==> src/rtl/rx_sample_counter_if.sv <==
// Handshake bundle between the RX FSM and the oversampling edge/bit counter.
// The master is the RX FSM side. The slave is the counter itself.
interface rx_sample_counter_if #(
   parameter int EDGE_W = 6,
   parameter int BIT_W  = 4
);
   logic              Enable;
   logic              Bit_Rst;
   logic [EDGE_W-1:0] Prescale;
   logic [BIT_W-1:0]  Frame_Len;
   logic [EDGE_W-1:0] edge_cnt;
   logic [BIT_W-1:0]  bit_cnt;
   logic [2:0]        sample_strb;
   logic              bit_tick;
   logic              frame_done;
   logic              cfg_err;

   modport master (
      output Enable, Bit_Rst, Prescale, Frame_Len,
      input  edge_cnt, bit_cnt, sample_strb, bit_tick, frame_done, cfg_err
   );

   modport slave (
      input  Enable, Bit_Rst, Prescale, Frame_Len,
      output edge_cnt, bit_cnt, sample_strb, bit_tick, frame_done, cfg_err
   );
endinterface

==> src/rtl/rx_sample_counter.sv <==
// Oversampling edge/bit counter for the UART receiver. It supports a runtime prescale and
// a runtime frame length, and it decodes mid-bit strobes and bit/frame ticks.
module rx_sample_counter #(
   parameter int EDGE_W = 6,
   parameter int BIT_W  = 4
) (
   input logic                Clk,
   input logic                Rst,
   rx_sample_counter_if.slave bus
);
   logic [EDGE_W-1:0] r_presc_q;
   logic [EDGE_W-1:0] r_edge_cnt;
   logic [BIT_W-1:0]  r_bit_cnt;
   logic              r_cfg_err;

   logic              w_run;
   logic              w_edge_last;
   logic              w_bit_last;
   logic              w_presc_bad;
   logic [EDGE_W-1:0] w_half;
   logic [BIT_W-1:0]  w_last_bit;

   assign w_run       = bus.Enable & ~r_cfg_err;
   assign w_half      = r_presc_q >> 1;
   assign w_edge_last = (r_edge_cnt == r_presc_q - EDGE_W'(1));
   // Frame_Len=0 wraps to all-ones, which gives a frame of 2^BIT_W bits.
   assign w_last_bit  = bus.Frame_Len - BIT_W'(1);
   assign w_bit_last  = (r_bit_cnt == w_last_bit);
   assign w_presc_bad = bus.Prescale[0] | (bus.Prescale < EDGE_W'(4));

   always_ff @(posedge Clk or negedge Rst) begin
      if (!Rst) begin
         r_presc_q  <= EDGE_W'(8);
         r_cfg_err  <= 1'b0;
         r_edge_cnt <= '0;
         r_bit_cnt  <= '0;
      end else if (!bus.Enable) begin
         r_presc_q  <= bus.Prescale;
         r_cfg_err  <= w_presc_bad;
         r_edge_cnt <= '0;
      end else begin
         if (!r_cfg_err) begin
            r_edge_cnt <= w_edge_last ? '0 : r_edge_cnt + EDGE_W'(1);
         end
         // Bit_Rst clears even under cfg_err, and it wins over a bit advance.
         if (bus.Bit_Rst) begin
            r_bit_cnt <= '0;
         end else if (!r_cfg_err && w_edge_last) begin
            r_bit_cnt <= w_bit_last ? '0 : r_bit_cnt + BIT_W'(1);
         end
      end
   end

   assign bus.edge_cnt       = r_edge_cnt;
   assign bus.bit_cnt        = r_bit_cnt;
   assign bus.cfg_err        = r_cfg_err;
   assign bus.sample_strb[0] = w_run & (r_edge_cnt == w_half - EDGE_W'(1));
   assign bus.sample_strb[1] = w_run & (r_edge_cnt == w_half);
   assign bus.sample_strb[2] = w_run & (r_edge_cnt == w_half + EDGE_W'(1));
   assign bus.bit_tick       = w_run & w_edge_last;
   assign bus.frame_done     = w_run & w_edge_last & w_bit_last & ~bus.Bit_Rst;
endmodule
==> src/flat_wrapper.sv <==
// flat-port wrapper written by rule: the top's interface ports become plain ports
module rx_sample_counter_flat 
#(
   parameter int EDGE_W = 6,
   parameter int BIT_W  = 4
)
  (Clk, Rst, bus_Enable, bus_Bit_Rst, bus_Prescale, bus_Frame_Len, bus_edge_cnt, bus_bit_cnt, bus_sample_strb, bus_bit_tick, bus_frame_done, bus_cfg_err);
  rx_sample_counter_if #(.EDGE_W(EDGE_W), .BIT_W(BIT_W)) bus_i ();
  input logic Clk;
  input logic Rst;
  input wire logic [$bits(bus_i.Enable)-1:0] bus_Enable;
  input wire logic [$bits(bus_i.Bit_Rst)-1:0] bus_Bit_Rst;
  input wire logic [$bits(bus_i.Prescale)-1:0] bus_Prescale;
  input wire logic [$bits(bus_i.Frame_Len)-1:0] bus_Frame_Len;
  output wire logic [$bits(bus_i.edge_cnt)-1:0] bus_edge_cnt;
  output wire logic [$bits(bus_i.bit_cnt)-1:0] bus_bit_cnt;
  output wire logic [$bits(bus_i.sample_strb)-1:0] bus_sample_strb;
  output wire logic [$bits(bus_i.bit_tick)-1:0] bus_bit_tick;
  output wire logic [$bits(bus_i.frame_done)-1:0] bus_frame_done;
  output wire logic [$bits(bus_i.cfg_err)-1:0] bus_cfg_err;
  assign bus_i.Enable = bus_Enable;
  assign bus_i.Bit_Rst = bus_Bit_Rst;
  assign bus_i.Prescale = bus_Prescale;
  assign bus_i.Frame_Len = bus_Frame_Len;
  assign bus_edge_cnt = bus_i.edge_cnt;
  assign bus_bit_cnt = bus_i.bit_cnt;
  assign bus_sample_strb = bus_i.sample_strb;
  assign bus_bit_tick = bus_i.bit_tick;
  assign bus_frame_done = bus_i.frame_done;
  assign bus_cfg_err = bus_i.cfg_err;
  rx_sample_counter #(.EDGE_W(EDGE_W), .BIT_W(BIT_W)) u_core (.Clk(Clk), .Rst(Rst), .bus(bus_i));
endmodule
==> config.mk <==
export PLATFORM = sky130hd
export DESIGN_NAME = rx_sample_counter_flat
export DESIGN_NICKNAME = d
export VERILOG_FILES = /design/src/rtl/rx_sample_counter_if.sv /design/src/rtl/rx_sample_counter.sv /design/src/flat_wrapper.sv
export SDC_FILE = /design/constraint.sdc
export NUM_CORES = 1
export LEC_CHECK = 0
export BUFFER_PORTS_ARGS = -buffer_cell sky130_fd_sc_hd__buf_4
export CORE_MARGIN = 8
export CORE_UTILIZATION = 49
export DETAILED_ROUTE_END_ITERATION = 8
export PLACE_DENSITY = 0.72
export SYNTH_ARGS = -nofsm -noshare
export SYNTH_HDL_FRONTEND = slang
export SYNTH_SLANG_ARGS = --single-unit
==> constraint.sdc <==
create_clock -name Clk -period 2.13 [get_ports Clk]
set_clock_uncertainty 0.05 [all_clocks]
set_input_delay 0.3195 -clock Clk [delete_from_list [all_inputs] [get_ports Clk]]
set_output_delay 0.3195 -clock Clk [all_outputs]
set_load 0.005 [all_outputs]
==> impl_metrics.env <==
export IMPL_status="finished, violations left"
export IMPL_violations="negative setup slack"
export IMPL_rows=20
export IMPL_via_per_inst=6.11
export IMPL_routed_wirelength_um=5330
export IMPL_wl_per_cell_um=19.8
export IMPL_synth_ff_latch_count=17
export IMPL_reg2regPathDepth=11
export IMPL_powerDensity_mw_per_mm2=510
export IMPL_antenna_found_initial=0
export IMPL_criticalPathCategory="flop to primary output"
export IMPL_grt_pass1_wl_um=7930
export IMPL_async_flop_share_pct=100
export IMPL_core_area_mm2=0.00295
export IMPL_critPathArrivalTime_ns=2.10
export IMPL_tightest_slew_ns=0.475
export IMPL_seq_area_frac_synth_pct=29.0
export IMPL_io_buffers=29
export IMPL_crit_path_start="u_core.r_presc_q[3]"
export IMPL_clock_root_buffer="clkbuf_4"
export IMPL_yosys_warnings=0
export IMPL_syn_area_per_cell_um2=8.46
export IMPL_worstPathMaxFanout=6
export IMPL_max_freq_mhz=406
export IMPL_ios=30
export IMPL_synthCells=174
export IMPL_grt_pass1_vias=1712
export IMPL_min_period_over_period_pct=116
export IMPL_synth_top_area_cell="dfrtp_1"
export IMPL_setup_viol_count_final=7
export IMPL_layout_commonest_cell="buf_4"
export IMPL_drc_errors=0
export IMPL_total_power_mw=1.19
export IMPL_firstDrtPassIters=5
export IMPL_p_leak_nw=1.01
export IMPL_syn_nets=195
export IMPL_reg2reg_to="u_core.bus.bit_cnt[0]"
export IMPL_path_clk_slew_ns=0.12
export IMPL_synth_area_mm2=0.00147
export IMPL_vdd_drop_max_uv=420
export IMPL_cts_buffers=3
export IMPL_relSlewSlack_pct=68.2
export IMPL_final_cell_area_mm2=0.00234
export IMPL_cp_start_kind="flop"
export IMPL_drtIter0Drc=126
export IMPL_cts_path_max_buffers=2
export IMPL_place_area_mm2=0.00185
export IMPL_synth_ff_type="dfrtp_1"
export IMPL_fin_nets=258
export IMPL_fillers=188
export IMPL_drive_gt1_share_pct=51.7
export IMPL_vias=1644
export IMPL_cts_tree="yes"
export IMPL_reg2reg_setup_slack_ns=-0.29
export IMPL_r2r_start="u_core.r_presc_q[1]"
export IMPL_cts_max_level=1
export IMPL_cts_sinks=17
export IMPL_final_instance_count_excl_fill=269
export IMPL_die_h_um=70.8
export IMPL_ant_nets=0
export IMPL_critPathRequiredTime_ns=1.76
export IMPL_syn2layout_area_growth_pct=59.3
export IMPL_finalCriticalPeriod_ns=2.47
export IMPL_endpoint="bus_sample_strb[0]"
export IMPL_timing_final_ws_setup_ns=-0.336
export IMPL_dp_cells=249
export IMPL_synth_edf_count=0
export IMPL_end_kind="primary output"
export IMPL_dpl_hpwl_um=3190
export IMPL_rsz0062_at_grt="yes"
export IMPL_grt_use_total_pct=19.9
export IMPL_clk_insertion_delay_late_ns=0.31
export IMPL_hold_ws_ns=0.185
export IMPL_grt_overflow=0
export IMPL_layout_common_cells="buf_4, dfrtp_1, nand2_1"
export IMPL_hold_path_startpoint="bus_Prescale[1]"
export IMPL_die_w_um=70.8
export IMPL_gp_congestion=0.886
export IMPL_final_hold_viol_count=0
export IMPL_synth_area_leaders="dfrtp_1, xnor2_1, ha_1"
export IMPL_die_area_mm2=0.00501
export IMPL_hold_class="input pin to flop"
export IMPL_antennaDiodeCount=0
export IMPL_utilization_pct=79.4
export IMPL_grt_max_degree=18
export IMPL_ys_types=46
export IMPL_maxCapViolations=0
export IMPL_slew_viol_final=0
export IMPL_start_util_pct=49.8
export IMPL_yosysTopAreaCellShare_pct=27.2
==> through the flow <==
stage               setup TNS (ns)  worst slack (ns)
finish                       -2.05            -0.336
global route                 -2.70            -0.384
CTS                          -1.39            -0.333
detailed placement          -0.544            -0.170
global placement            -0.131           -0.0647
floorplan                        0           0.00232
==> kinds of logic (layout without fill, tap and decap cells) <==
| logic type | Yosys count | in the layout | share of synthesized area [%] |
|---|---|---|---|
| simple gates | 69 | 69 | 25.0 |
| xor+xnor | 24 | 24 | 14.3 |
| fa+ha+maj | 7 | 7 | 5.95 |
| compound gates | 30 | 30 | 14.3 |
| buf+inv | 21 | 83 | 6.89 |
| flops | 17 | 17 | 29.0 |
| mux | 6 | 6 | 4.59 |
==> layer usage <==
metal  track usage [%]  up-vias  routed length [um]  share of wire (%)
met5                 0        -                   0                  0
met4              12.9        0                 199                3.7
met3              6.64       20                 260                4.9
met2              34.3       71                2900                 54
met1              20.1      810                1970                 37
li1                  -      743                   -                  -
==> worst max-delay path, stage by stage (launching register included) <==
cell and delay, ns:
dfstp_2 0.44, nor2_1 0.35, nand2_1 0.13, xor2_1 0.18, or4_4 0.43, nor3_2 0.12, buf_4 0.13
==> registers in the layout, summed over array words and instances, names as in the netlist <==
| register | count |
|---|---|
| u_core.r_presc_q | 6 |
| u_core.bus.edge_cnt | 6 |
| u_core.bus.bit_cnt | 4 |
| u_core.bus.cfg_err | 1 |
==> how the worst min path moves through the flow <==
stage,to,slack (ns),cells after the start
2_1_floorplan,u_core.bus.bit_cnt[0],-0.03,0
6_report,u_core.r_presc_q[1],0.18,2
3_5_place_dp,u_core.bus.edge_cnt[0],0.16,1
4_1_cts,u_core.r_presc_q[1],0.19,2
5_1_grt,u_core.r_presc_q[0],0.18,2
3_3_place_gp,u_core.bus.bit_cnt[3],0.15,1
==> Yosys cell counts (2+ instances only) <==
cell type,instances
dfrtp_1,16
xnor2_1,15
nand2_1,13
inv_1,11
nor2_1,11
nand3_1,10
nor3_1,9
xor2_1,9
ha_1,7
a21oi_1,6
mux2_2,6
o21ai_0,4
o22ai_1,4
or4_1,4
and2_1,3
buf_2,3
clkbuf_1,3
nor2b_1,3
nor4_1,3
a31oi_1,2
and3_1,2
buf_6,2
nand2b_1,2
o211ai_1,2
o311ai_1,2
or4b_1,2
==> layout make-up <==
cell class,instances,area [um2],area share [%]
tap,33,41.3,1.76
multi-input combinational,136,1260,53.9
inverter,12,47.5,2.03
sequential,17,428,18.3
clock buffer,3,22.5,0.961
timing repair buffer,67,536,22.9
clock inverter,1,5.00,0.214
==> repair_timing <==
action                     in CTS  in global routing
setup endpoints to repair      10                 12
buffers inserted                8                  7
pin swaps                      15                 12
hold buffers                    1                  0
resized for setup              34                 32
hold endpoints to repair       16                  0
==> where the power goes <==
group          switching [mW]  leakage [nW]  internal, mW
combinational           0.291         0.787         0.300
clock                   0.122        0.0177        0.0703
sequential             0.0543         0.209         0.357
total                   0.468          1.01         0.727
(Power assumes the default switching activity.)
